## src/rtl/mcu_pkg.sv

```systemverilog
// Shared types and opcode match constants for the multicycle LEGv8 control unit.
// ITYPE_ALU_EN adds the ADDI/SUBI match constants and their path selects.
package mcu_pkg;

   localparam int OPC_BITS = 11;

   typedef enum logic [2:0] {
      ST_FETCH  = 3'd0,
      ST_DECODE = 3'd1,
      ST_EXEC   = 3'd2,
      ST_MEM    = 3'd3,
      ST_WB     = 3'd4,
      ST_TRAP   = 3'd7
   } mcu_state_e;

   typedef enum logic [2:0] {
      CLS_NONE    = 3'd0,
      CLS_RTYPE   = 3'd1,
      CLS_LDUR    = 3'd2,
      CLS_STUR    = 3'd3,
      CLS_CBZ     = 3'd4,
      CLS_ITYPE   = 3'd5,
      CLS_ILLEGAL = 3'd6
   } mcu_class_e;

   typedef struct packed {
      logic       reg2loc;
      logic       alu_src;
      logic       mem_to_reg;
      logic [1:0] alu_op;
   } path_sel_t;

   // Each opcode pattern is a value/mask pair; mask bits of 0 are don't-cares.
   localparam logic [OPC_BITS-1:0] RTYPE_VAL  = 11'b10001010000;
   localparam logic [OPC_BITS-1:0] RTYPE_MASK = 11'b10011110111;
   localparam logic [OPC_BITS-1:0] LDUR_VAL   = 11'b11111000010;
   localparam logic [OPC_BITS-1:0] LDUR_MASK  = 11'b11111111111;
   localparam logic [OPC_BITS-1:0] STUR_VAL   = 11'b11111000000;
   localparam logic [OPC_BITS-1:0] STUR_MASK  = 11'b11111111111;
   localparam logic [OPC_BITS-1:0] CBZ_VAL    = 11'b10110100000;
   localparam logic [OPC_BITS-1:0] CBZ_MASK   = 11'b11111111000;

   localparam path_sel_t PATH_NONE  = '{reg2loc: 1'b0, alu_src: 1'b0, mem_to_reg: 1'b0, alu_op: 2'b00};
   localparam path_sel_t PATH_RTYPE = '{reg2loc: 1'b0, alu_src: 1'b0, mem_to_reg: 1'b0, alu_op: 2'b10};
   localparam path_sel_t PATH_LDUR  = '{reg2loc: 1'b0, alu_src: 1'b1, mem_to_reg: 1'b1, alu_op: 2'b00};
   localparam path_sel_t PATH_STUR  = '{reg2loc: 1'b1, alu_src: 1'b1, mem_to_reg: 1'b0, alu_op: 2'b00};
   localparam path_sel_t PATH_CBZ   = '{reg2loc: 1'b1, alu_src: 1'b0, mem_to_reg: 1'b0, alu_op: 2'b01};

`ifdef ITYPE_ALU_EN
   localparam logic [OPC_BITS-1:0] ADDI_VAL   = 11'b10010001000;
   localparam logic [OPC_BITS-1:0] SUBI_VAL   = 11'b11010001000;
   localparam logic [OPC_BITS-1:0] ITYPE_MASK = 11'b11111111110;
   localparam path_sel_t PATH_ITYPE = '{reg2loc: 1'b0, alu_src: 1'b1, mem_to_reg: 1'b0, alu_op: 2'b10};
`endif

   function automatic logic opc_match(input logic [OPC_BITS-1:0] opc,
                                      input logic [OPC_BITS-1:0] val,
                                      input logic [OPC_BITS-1:0] mask);
      return (opc & mask) == val;
   endfunction

endpackage

```

## src/rtl/mcu_opcode_decoder.sv

```systemverilog
// Combinational opcode-to-class and path-select lookup for the multicycle control unit.
// Macro ITYPE_ALU_EN additionally accepts ADDI/SUBI as the ITYPE class.
module mcu_opcode_decoder
   import mcu_pkg::*;
(
   input  logic [OPC_BITS-1:0] opcode,
   output logic [2:0]          cls,
   output logic [4:0]          path
);

   mcu_class_e cls_int;
   path_sel_t  path_int;

   // First match wins, so exact memory opcodes shadow the wider R-type pattern.
   always_comb begin
      cls_int  = CLS_ILLEGAL;
      path_int = PATH_NONE;
      if (opc_match(opcode, LDUR_VAL, LDUR_MASK)) begin
         cls_int  = CLS_LDUR;
         path_int = PATH_LDUR;
      end else if (opc_match(opcode, STUR_VAL, STUR_MASK)) begin
         cls_int  = CLS_STUR;
         path_int = PATH_STUR;
      end else if (opc_match(opcode, CBZ_VAL, CBZ_MASK)) begin
         cls_int  = CLS_CBZ;
         path_int = PATH_CBZ;
      end else if (opc_match(opcode, RTYPE_VAL, RTYPE_MASK)) begin
         cls_int  = CLS_RTYPE;
         path_int = PATH_RTYPE;
      end
`ifdef ITYPE_ALU_EN
      else if (opc_match(opcode, ADDI_VAL, ITYPE_MASK) ||
               opc_match(opcode, SUBI_VAL, ITYPE_MASK)) begin
         cls_int  = CLS_ITYPE;
         path_int = PATH_ITYPE;
      end
`endif
   end

   assign cls  = cls_int;
   assign path = path_int;

endmodule

```

## src/rtl/multicycle_control_unit.sv

```systemverilog
// Multicycle LEGv8 control FSM with memory handshake, dmem timeout, illegal trap and retire counter.
// Macro ITYPE_ALU_EN (in the decoder) enables the ADDI/SUBI class.
module multicycle_control_unit
   import mcu_pkg::*;
#(
   parameter int OPCODE_W    = 11,
   parameter int MEM_TIMEOUT = 15,
   parameter int CNT_W       = 32
) (
   input  logic                clk,
   input  logic                rst_n,
   input  logic [OPCODE_W-1:0] instr_opcode,
   input  logic                imem_ready,
   input  logic                dmem_ready,
   output logic                Reg2Loc,
   output logic                ALUSrc,
   output logic                MemtoReg,
   output logic [1:0]          ALUOp,
   output logic                RegWrite,
   output logic                MemRead,
   output logic                MemWrite,
   output logic                Branch,
   output logic                IRWrite,
   output logic                PCWrite,
   output logic                illegal,
   output logic                bus_err,
   output logic [2:0]          state,
   output logic [CNT_W-1:0]    retired
);

   localparam int                WAIT_W    = 8;
   localparam logic [WAIT_W-1:0] WAIT_LAST = WAIT_W'(MEM_TIMEOUT - 1);

   logic [2:0]        state_q;
   logic [2:0]        state_d;
   mcu_class_e        cls_q;
   path_sel_t         path_q;
   logic [WAIT_W-1:0] wait_q;
   logic              illegal_q;
   logic              bus_err_q;
   logic [CNT_W-1:0]  retired_q;

   logic [2:0]        dec_cls_raw;
   logic [4:0]        dec_path_raw;
   mcu_class_e        dec_cls;
   path_sel_t         dec_path;
   logic              in_mem;
   logic              mem_timeout;
   logic              pc_write;

   generate
      if (OPCODE_W > OPC_BITS) begin : g_low_bits
         logic unused_low_bits;
         assign unused_low_bits = ^instr_opcode[OPCODE_W-OPC_BITS-1:0];
      end
   endgenerate

   mcu_opcode_decoder u_decoder (
      .opcode (instr_opcode[OPCODE_W-1 -: OPC_BITS]),
      .cls    (dec_cls_raw),
      .path   (dec_path_raw)
   );

   assign dec_cls  = mcu_class_e'(dec_cls_raw);
   assign dec_path = dec_path_raw;

   // The wait counter holds the number of stalled MEM cycles already spent, so the
   // stall that would bring it to MEM_TIMEOUT is the one that traps; ready still wins.
   assign in_mem      = (state_q == ST_MEM);
   assign mem_timeout = in_mem && !dmem_ready && (wait_q == WAIT_LAST);

   always_comb begin
      state_d = state_q;
      case (state_q)
         ST_FETCH:  if (imem_ready) state_d = ST_DECODE;
         ST_DECODE: state_d = (dec_cls == CLS_ILLEGAL) ? ST_TRAP : ST_EXEC;
         ST_EXEC: begin
            case (cls_q)
               CLS_RTYPE, CLS_ITYPE: state_d = ST_WB;
               CLS_LDUR, CLS_STUR:   state_d = ST_MEM;
               CLS_CBZ:              state_d = ST_FETCH;
               default:              state_d = ST_TRAP;
            endcase
         end
         ST_MEM: begin
            if (dmem_ready) begin
               if (cls_q == CLS_LDUR)      state_d = ST_WB;
               else if (cls_q == CLS_STUR) state_d = ST_FETCH;
               else                        state_d = ST_TRAP;
            end else if (mem_timeout) begin
               state_d = ST_TRAP;
            end
         end
         ST_WB:     state_d = ST_FETCH;
         ST_TRAP:   state_d = ST_TRAP;
         default:   state_d = ST_FETCH;
      endcase
   end

   // Class and path selects are captured once in DECODE and dropped as the instruction ends.
   always_ff @(posedge clk or negedge rst_n) begin
      if (!rst_n) begin
         state_q <= ST_FETCH;
         cls_q   <= CLS_NONE;
         path_q  <= PATH_NONE;
      end else begin
         state_q <= state_d;
         if (state_q == ST_DECODE) begin
            cls_q  <= dec_cls;
            path_q <= dec_path;
         end else if (state_d == ST_FETCH || state_d == ST_TRAP) begin
            cls_q  <= CLS_NONE;
            path_q <= PATH_NONE;
         end
      end
   end

   always_ff @(posedge clk or negedge rst_n) begin
      if (!rst_n) begin
         wait_q    <= '0;
         illegal_q <= 1'b0;
         bus_err_q <= 1'b0;
      end else begin
         wait_q <= (in_mem && !dmem_ready) ? wait_q + 1'b1 : '0;
         if (state_q == ST_DECODE && dec_cls == CLS_ILLEGAL) illegal_q <= 1'b1;
         if (mem_timeout) bus_err_q <= 1'b1;
      end
   end

   always_ff @(posedge clk or negedge rst_n) begin
      if (!rst_n) begin
         retired_q <= '0;
      end else if (pc_write) begin
         retired_q <= retired_q + 1'b1;
      end
   end

   // A store retires in the MEM cycle its handshake completes, so PCWrite sees dmem_ready there.
   assign pc_write = (state_q == ST_WB) ||
                     (state_q == ST_EXEC && cls_q == CLS_CBZ) ||
                     (in_mem && cls_q == CLS_STUR && dmem_ready);

   assign IRWrite  = rst_n && (state_q == ST_FETCH) && imem_ready;
   assign PCWrite  = pc_write;
   assign RegWrite = (state_q == ST_WB);
   assign MemRead  = in_mem && (cls_q == CLS_LDUR);
   assign MemWrite = in_mem && (cls_q == CLS_STUR);
   assign Branch   = (state_q == ST_EXEC) && (cls_q == CLS_CBZ);

   assign Reg2Loc  = path_q.reg2loc;
   assign ALUSrc   = path_q.alu_src;
   assign MemtoReg = path_q.mem_to_reg;
   assign ALUOp    = path_q.alu_op;

   assign illegal  = illegal_q;
   assign bus_err  = bus_err_q;
   assign state    = state_q;
   assign retired  = retired_q;

endmodule
```

## config.mk

```make
export PLATFORM = sky130hd
export DESIGN_NAME = multicycle_control_unit
export DESIGN_NICKNAME = d
export VERILOG_FILES = /design/src/rtl/mcu_pkg.sv /design/src/rtl/mcu_opcode_decoder.sv /design/src/rtl/multicycle_control_unit.sv
export SDC_FILE = /design/constraint.sdc
export NUM_CORES = 1
export LEC_CHECK = 0
export BUFFER_PORTS_ARGS = -buffer_cell sky130_fd_sc_hd__buf_2
export CAP_MARGIN = 25
export CORE_MARGIN = 3
export CORE_UTILIZATION = 25
export CTS_CLUSTER_SIZE = 28
export DETAILED_ROUTE_END_ITERATION = 8
export GPL_TIMING_DRIVEN = 0
export SLEW_MARGIN = 20
export SYNTH_ARGS = -nofsm -noshare
export SYNTH_HDL_FRONTEND = slang
export SYNTH_SLANG_ARGS = --single-unit
```

## constraint.sdc

```tcl
create_clock -name clk -period 2.53 [get_ports clk]
set_input_delay 0.1265 -clock clk [delete_from_list [all_inputs] [get_ports clk]]
set_output_delay 0.1265 -clock clk [all_outputs]
set_load 0.005 [all_outputs]
```

==> flow_summary.toml, run 1 <==
[sta]
fin_crit_sh_pct = 86.7
rsz0062_at_grt = "no"
fin_skew_ns = 0.00916
maxSlewHeadroom_pct = 48.8
max_freq_mhz = 456
finalMaxSlewViolations = 0
timing.final.crit_period_ns = 2.19
hold_viol = 0
tightest_slew_ns = 0.762
fin_tns_setup_ns = 0
finalSetupViolCount = 0

[place]
gp_routability_congestion = 0.730
numPortBuffers = 62
hpwl_mm = 4.47

[clocking]
tritoncts = "yes"
htree_levels = 2
clock_path_buffers = 2
cts_resized = 0
cts_root_buf = "clkbuf_8"
cts_hold_buf = 1
cts_setup_buffers = 0
clk_latency_ns = 0.31
cts_buffers = 5
cts.sinks = 53
clk_pin_slew_worst_paths_ns = 0.10

[finish]
drive_above_1_share_pct = 29.7
area_delta_synth_final_pct = 21.8
layout_commonest_cell = "buf_2"
fillCellCount = 1093
nets = 333
antenna_cells = 0
fin_util_pct = 31.4
final_cell_mix = "buf_2 (64), dfrtp_1 (53), xnor2_1 (24)"

[critical_path]
cpLargestDelayFamily = "simple AND/OR/NAND/NOR gates"
crit_fanout = 8
setup.worst_path.end_class = "flop"
slowest_stage = "nor4b_1"
crit_start = "cls_q[0]$_DFFE_PN0P_"
crit_buf_inv = 1
critPathLaunchType = "flop"
required_ns = 2.76
crit_chain = "clkbuf_1 -> nor4b_1 -> a41o_1 -> a41oi_2 -> nor4_2 -> xor2_1"
crit_path_max_incr_delay_ns = 0.45
timing.rr.start = "cls_q[0]$_DFFE_PN0P_"
crit_type = "reg -> reg"
crit_arrival_ns = 2.42

[detailed_routing]
drc = 0
totalWireLength_mm = 6.20
drtIter0Drc = 100
wl_per_cell_um = 13.7
drtAntennaViolNets = 0
via_per_inst = 4.56
dr.pass1.iters = 4
vias = 2061

[floorplan]
rows = 37
io_pins = 63
die_area_um2 = 11900
die_x_um = 109
die_y_um = 109
core_area_um2 = 10300
start_util_pct = 25.8

[synthesis]
synth_nets = 263
ys_ff_latch = 53
netlist_instances = 245
async_flop_share_pct = 100
synthFlopType = "dfrtp_1"
syn_avg_cell_area_um2 = 10.9
mappedNetlistArea_um2 = 2660
synth_edf_count = 0
ys_warn_count = 0
synth_seq_area_share_pct = 49.8
synthDistinctLibCells = 47

[job]
maxCapViolCount = 0

[grt]
track_usage_pct = 10.8
overflow = 0
use_met3_pct = 2.78
grt_util_met1_pct = 15.3
met2_usage_pct = 16.5
grt_antenna_before_repair = 0
grt_pass1_wl_mm = 10.2
grt_pass1_vias = 1987
grt_most_used_layer = "met2"
grt_max_degree = 55

[power_and_ir_drop]
irDropWorstVdd_mv = 0.205
leakagePower_nw = 1.57
p_per_area_nw_per_um2 = 678
power_w = 0.00220

[min_path]
hp-class = "in -> reg"
hp-start = "instr_opcode[1]"

[run_status]
outcome = "completed"
[where the power goes]
| group | internal, W | total [W] | switching (W) |
|---|---|---|---|
| sequential | 0.000927 | 0.00103 | 0.0000988 |
| combinational | 0.000284 | 0.000687 | 0.000402 |
| clock | 0.000192 | 0.000486 | 0.000294 |
[kinds of logic after synthesis]
family                   share of synthesized area [%]
multiplexers                                      1.36
XOR/XNOR                                          11.5
adder cells (fa/ha/maj)                           1.41
AND/OR/NAND/NOR                                   25.0
buffers and inverters                             2.40
AO/OA/AOI/OAI                                     8.46
flip-flops                                        49.8
[per-stage QoR]
| stage | setup slack [ns] | instance area, µm² | hold WS [ns] | cells |
|---|---|---|---|---|
| floorplan | 0.682 | 2660 | -0.169 | 245 |
| global placement | 0.387 | 3140 | 0.412 | 443 |
| detailed placement | 0.323 | 3140 | 0.235 | 443 |
| CTS | 0.297 | 3240 | 0.0882 | 452 |
| global route | 0.111 | 3240 | 0.108 | 452 |
| finish | 0.336 | 3240 | 0.0994 | 452 |
[cell usage after synthesis, types with 4 or more instances]
library cell  number  area share [%]
nand3_1           15             2.8
and2_1             4            0.94
or2_2              4            0.94
a32o_1             4             1.5
xnor2_1           24             7.9
nand4_1           11             2.6
xor2_1            11             3.6
inv_1              7            0.99
nand2b_1           5             1.2
dfrtp_1           53              50
nor4_2             5             2.4
nor2_1            14             2.0
and3_1             4            0.94
nand2_1           19             2.7
a21oi_1            6             1.1
nor3_1             8             1.5
[cell type report]
class	instances	area (µm²)	share of cell area (%)
plain buffers	7	37.5	1.16
clock buffers	5	68.8	2.12
clock inverters	3	17.5	0.541
inverters	7	26.3	0.811
multi-input cells	178	1270	39.2
flip-flops and latches	53	1330	40.9
well taps	136	170	5.25
repair buffers	63	323	9.96
[metal layers]
layer  wire [µm]  up-vias
met5           0        -
met4          19        0
met3         321        2
met2        2790       47
met1        3070      999
li1            -     1013
[state kept, by name, indices dropped and copies added, names as in the netlist]
register and cells:
retired 32, wait_q 8, cls_q 3, state 3, ALUOp 2, ALUSrc 1, MemtoReg 1, Reg2Loc 1
bus_err 1, illegal 1
[path summary, 6_finish.rpt]
check	cells past startpoint	to	slack, ns
setup / recovery	6	retired[25]$_DFFE_PN0P_	0.34
hold / removal	2	MemtoReg$_DFFE_PN0P_	0.1
setup reg to reg	6	retired[25]$_DFFE_PN0P_	0.34
hold reg to reg	1	retired[31]$_DFFE_PN0P_	0.47
max in group asynchronous	2	retired[1]$_DFFE_PN0P_	1.64
min in group asynchronous	2	Reg2Loc$_DFFE_PN0P_	0.41
Power figures use the tool's default switching activity.
==> run 2, diff against run 1 <==
SLEW_MARGIN = unset   (was 20)
clock period = 2.5 ns   (was 2.53 ns; I/O delays follow)
==> run 2 against run 1 <==
  * First-iteration DRC count fell by 7.0%
  * Non-clock buffer count rose by 1
  * Total power rose by 1.7%
  * Routed wire length fell by 0.86%
  * Register-to-register slack got worse by 0.06 ns
  * Worst setup slack got worse by 0.058 ns
  * Sequential power barely moved
  * Cell count did not move
  * Maximum frequency fell by 1.2%
  * Critical path depth did not move
  * Global-route usage barely moved
  * Critical endpoint is now MemtoReg$_DFFE_PN0P_
==> flow_summary.toml, run 2 (synthesis gave the netlist of run 1 again) <==
[sta]
fin_tns_setup_ns = 0
tightest_slew_ns = 0.731
rsz0062_at_grt = "no"
fin_crit_sh_pct = 88.9
finalMaxSlewViolations = 0
max_freq_mhz = 450
fin_skew_ns = 0.00701
hold_viol = 0
maxSlewHeadroom_pct = 50.9
timing.final.crit_period_ns = 2.22
finalSetupViolCount = 0

[detailed_routing]
drtAntennaViolNets = 0
dr.pass1.iters = 4
totalWireLength_mm = 6.14
drc = 0
wl_per_cell_um = 13.6
vias = 2065
via_per_inst = 4.57
drtIter0Drc = 93

[grt]
grt_pass1_vias = 2038
overflow = 0
grt_antenna_before_repair = 0
track_usage_pct = 10.8
grt_max_degree = 29
grt_pass1_wl_mm = 10.3

[critical_path]
r2r_cells = 6
critPathLaunchType = "flop"
setup.worst_path.end_class = "flop"
timing.rr.start = "state[1]$_DFF_PN0_"
r2r-end = "MemtoReg$_DFFE_PN0P_"
required_ns = 2.74
r2r_slack_ns = 0.28
crit_fanout = 8
crit_arrival_ns = 2.46
crit_type = "reg -> reg"

[clocking]
cts_buffers = 5
cts_setup_buffers = 0
cts_hold_buf = 1
cts.sinks = 53
htree_levels = 2
cts_resized = 0
clk_latency_ns = 0.30
cts_root_buf = "clkbuf_8"
clk_pin_slew_worst_paths_ns = 0.10
clock_path_buffers = 2
tritoncts = "yes"

[power_and_ir_drop]
pwr-share-clk_pct = 22.3
combPwrFrac_pct = 31.2
p_sw_w = 0.000785
p_int_w = 0.00145
swShare_pct = 35.1
leakagePower_nw = 1.58
irDropWorstVdd_mv = 0.231
pwr-share-seq_pct = 46.5
p_per_area_nw_per_um2 = 686

[min_path]
hp-start = "instr_opcode[1]"
min_delay_path_depth = 2
hp-class = "in -> reg"
hold_path_end = "MemtoReg$_DFFE_PN0P_"

[finish]
area_delta_synth_final_pct = 22.4
drive_above_1_share_pct = 29.4
final_cells = 452
final_cell_mix = "buf_2 (65), dfrtp_1 (53), xnor2_1 (24)"
layout_commonest_cell = "buf_2"
largest_reg_flops = 32
nets = 334
antenna_cells = 0

[job]
maxCapViolCount = 0

[place]
dp.cells = 444
hpwl_mm = 4.60
gp_routability_congestion = 0.730
numPortBuffers = 62

[floorplan]
rows = 37
io_pins = 63
start_util_pct = 25.8
die_area_um2 = 11900
die_y_um = 109
die_x_um = 109
core_area_um2 = 10300

[run_status]
outcome = "completed"
## run 2: worst max-delay path, stage by stage, from the launching register on
cell	delay (ns)
dfrtp_1	0.35
clkbuf_1	0.29
and2b_1	0.33
and2_1	0.25
a32o_1	0.25
mux2i_2	0.49
a32o_1	0.20
## run 2: worst max-delay path by stage
| stage | from | to | slack (ns) |
|---|---|---|---|
| final | state[1]$_DFF_PN0_ | MemtoReg$_DFFE_PN0P_ | 0.28 |
| after global routing | state[1]$_DFF_PN0_ | MemtoReg$_DFFE_PN0P_ | 0.10 |
| after CTS | state[1]$_DFF_PN0_ | MemtoReg$_DFFE_PN0P_ | 0.26 |
| after detailed placement | state[1]$_DFF_PN0_ | ALUSrc$_DFFE_PN0P_ | 0.29 |
| after global placement | state[1]$_DFF_PN0_ | ALUSrc$_DFFE_PN0P_ | 0.36 |
| after floorplan | state[0]$_DFF_PN0_ | retired[25]$_DFFE_PN0P_ | 0.65 |
## run 2: metrics by stage
stage               setup slack, ns  util [%]  area [µm²]  power [W]  hold WS [ns]
CTS                           0.261      31.6        3260    0.00229        0.0950
global route                  0.104      31.6        3260    0.00241         0.116
detailed placement            0.292      30.6        3160    0.00176         0.211
floorplan                     0.652         -        2660    0.00150        -0.171
global placement              0.357      30.4        3140    0.00174         0.410
finish                        0.278      31.6        3260    0.00224         0.112
## run 2: power by group through the flow
stage / clock network (W) / registers, W / logic [W]
2_1_floorplan: 0 / 0.00104 / 0.000459
3_3_place_gp: 0 / 0.00105 / 0.000692
3_5_place_dp: 0 / 0.00106 / 0.000708
4_1_cts: 0.000534 / 0.00104 / 0.000715
5_1_grt: 0.000563 / 0.00106 / 0.000787
6_report: 0.000498 / 0.00104 / 0.000698
## run 2: per-layer routing
layer	up-vias	track usage, %	wire length, µm
met4	0	2.14	19
met1	1002	14.8	2980
li1	1016	-	-
met5	-	0	0
met3	2	2.96	331
met2	45	17.1	2820
## run 2: cell type report
class,instances,area [µm²]
inverters,7,26.3
multi-input cells,178,1270
plain buffers,7,37.5
repair buffers,64,340
well taps,136,170
clock buffers,7,86.3
fillers,1089,7070
flip-flops and latches,53,1330
==> run 3, diff against run 2 <==
CORE_UTILIZATION = 40   (was 25)
PLACE_DENSITY = 0.59   (was unset)
==> run 3 against run 2 <==
  * Cell count fell by 13%
  * Maximum frequency is 2.9% higher
  * Critical path depth unchanged
  * Highest routed layer unchanged
  * Critical path type unchanged
  * Count of clock-buffer cells in the layout down 2
  * Non-clock buffer count unchanged
  * Total power is 2.9% lower
  * Largest power group unchanged
==> flow_summary.toml, run 3 (synthesis gave the netlist of run 1 again) <==
[detailed_routing]
drtAntennaViolNets = 0
topRoutingLayerUsed = "met4"
met3_length_um = 364
vias = 2048
totalWireLength_mm = 5.58
drtIter0Drc = 122
via_per_inst = 5.22
dr.pass1.iters = 4
dr_wl_met2_mm = 2.38
met1_length_mm = 2.81
drc = 0
wl_per_cell_um = 14.2

[place]
place_area_um2 = 3090
numPortBuffers = 62
hpwl_mm = 4.11
dp_slack_ns = 0.374
gp_routability_congestion = 0.769
dp.cells = 385

[critical_path]
r2r_cells = 6
crit_buf_inv = 1
crit_type = "reg -> reg"
cp.depth = 6
crit_arrival_ns = 2.40
required_ns = 2.74
setup.worst_path.end_class = "flop"
crit_path_max_incr_delay_ns = 0.47
critPathLaunchType = "flop"
slowest_stage = "mux2i_2"
cpLargestDelayFamily = "simple AND/OR/NAND/NOR gates"
crit_chain = "clkbuf_1 -> and2b_1 -> and2_1 -> a32o_1 -> mux2i_2 -> a22o_1"
crit_fanout = 8

[power_and_ir_drop]
leakagePower_nw = 1.58
irDropWorstVdd_mv = 0.299
p_per_area_nw_per_um2 = 684

[finish]
layout_commonest_cell = "buf_2"
nets = 334
largest_reg_flops = 32
drive_above_1_share_pct = 29.5
final_area_um2 = 3170
area_delta_synth_final_pct = 19.2
antenna_cells = 0
final_cells = 392
final_cell_mix = "buf_2 (65), dfrtp_1 (53), xnor2_1 (24)"
fillCellCount = 632

[sta]
hold_viol = 0
fin_tns_setup_ns = 0
max_freq_mhz = 463
finalMaxSlewViolations = 0
timing.final.crit_period_ns = 2.16
setup_ws_ns = 0.341
tightest_slew_ns = 0.694
rsz0062_at_grt = "no"
finalSetupViolCount = 0
fin_skew_ns = 0.0122
maxSlewHeadroom_pct = 53.4
fin_crit_sh_pct = 86.4
timing.hold.ws_ns = 0.109

[grt]
grt_pass1_vias = 1946
overflow = 0
track_usage_pct = 15.3
grt_pass1_wl_mm = 9.41
grt_max_degree = 31
grt_antenna_before_repair = 0

[job]
maxCapViolCount = 0

[clocking]
clk_pin_slew_worst_paths_ns = 0.09
cts_buffers = 5
tritoncts = "yes"
cts_root_buf = "clkbuf_8"
htree_levels = 2
clk_latency_ns = 0.30
clock_path_buffers = 2
cts.sinks = 53

[min_path]
min_delay_path_depth = 2
hp-class = "in -> reg"

[floorplan]
rows = 29
die_y_um = 87.6
die_area_um2 = 7670
core_area_um2 = 6390
start_util_pct = 41.7
io_pins = 63
die_x_um = 87.6

[run_status]
outcome = "completed"
[run 3: cell types whose count changed in the layout (fill, tap and decap cells not counted)]
cell,previous run,this run
clkbuf_8,6,5
clkbuf_1,4,3
clkinv_2,0,1
[run 3: path summary, 6_finish.rpt]
check	startpoint	to	slack (ns)
hold / removal	instr_opcode[1]	MemtoReg$_DFFE_PN0P_	0.11
setup reg to reg	state[1]$_DFF_PN0_	ALUSrc$_DFFE_PN0P_	0.34
hold reg to reg	retired[31]$_DFFE_PN0P_	retired[31]$_DFFE_PN0P_	0.47
min in group asynchronous	rst_n	retired[8]$_DFFE_PN0P_	0.35
setup / recovery	state[1]$_DFF_PN0_	ALUSrc$_DFFE_PN0P_	0.34
max in group asynchronous	rst_n	retired[16]$_DFFE_PN0P_	1.59
[run 3: final cells by class]
class / instances / area, µm² / area share (%)
inverter: 7 / 26.3 / 0.828
clock inverter: 1 / 5.00 / 0.158
timing repair buffer: 64 / 340 / 10.7
buffer: 7 / 37.5 / 1.18
tap: 77 / 96.3 / 3.04
clock buffer: 5 / 68.8 / 2.17
sequential: 53 / 1330 / 41.8
multi-input combinational: 178 / 1270 / 40.1
[run 3: report_power, final]
part | total [W] | internal, W | switching [W]
clock network | 0.000454 | 0.000185 | 0.000268
registers | 0.00104 | 0.000938 | 0.0000972
logic | 0.000681 | 0.000290 | 0.000391
[run 3: through the flow]
step	utilization (%)	power [W]
after floorplan	-	0.00150
after global placement	48.0	0.00174
after detailed placement	48.4	0.00174
after CTS	49.7	0.00220
after global routing	49.7	0.00232
final	49.7	0.00217
[run 3: metal layers]
layer | vias up | GRT usage (%)
li1 | 1009 | -
met1 | 987 | 22.9
met2 | 50 | 22.3
met3 | 2 | 4.14
met4 | 0 | 3.35
met5 | - | 0
[run 3: what timing repair did]
action	4_1_cts	5_1_grt
buffers inserted	0	0
setup endpoints to repair	0	0
endpoints found under the hold margin	23	0
hold buffers	1	0
gates resized for setup	0	0
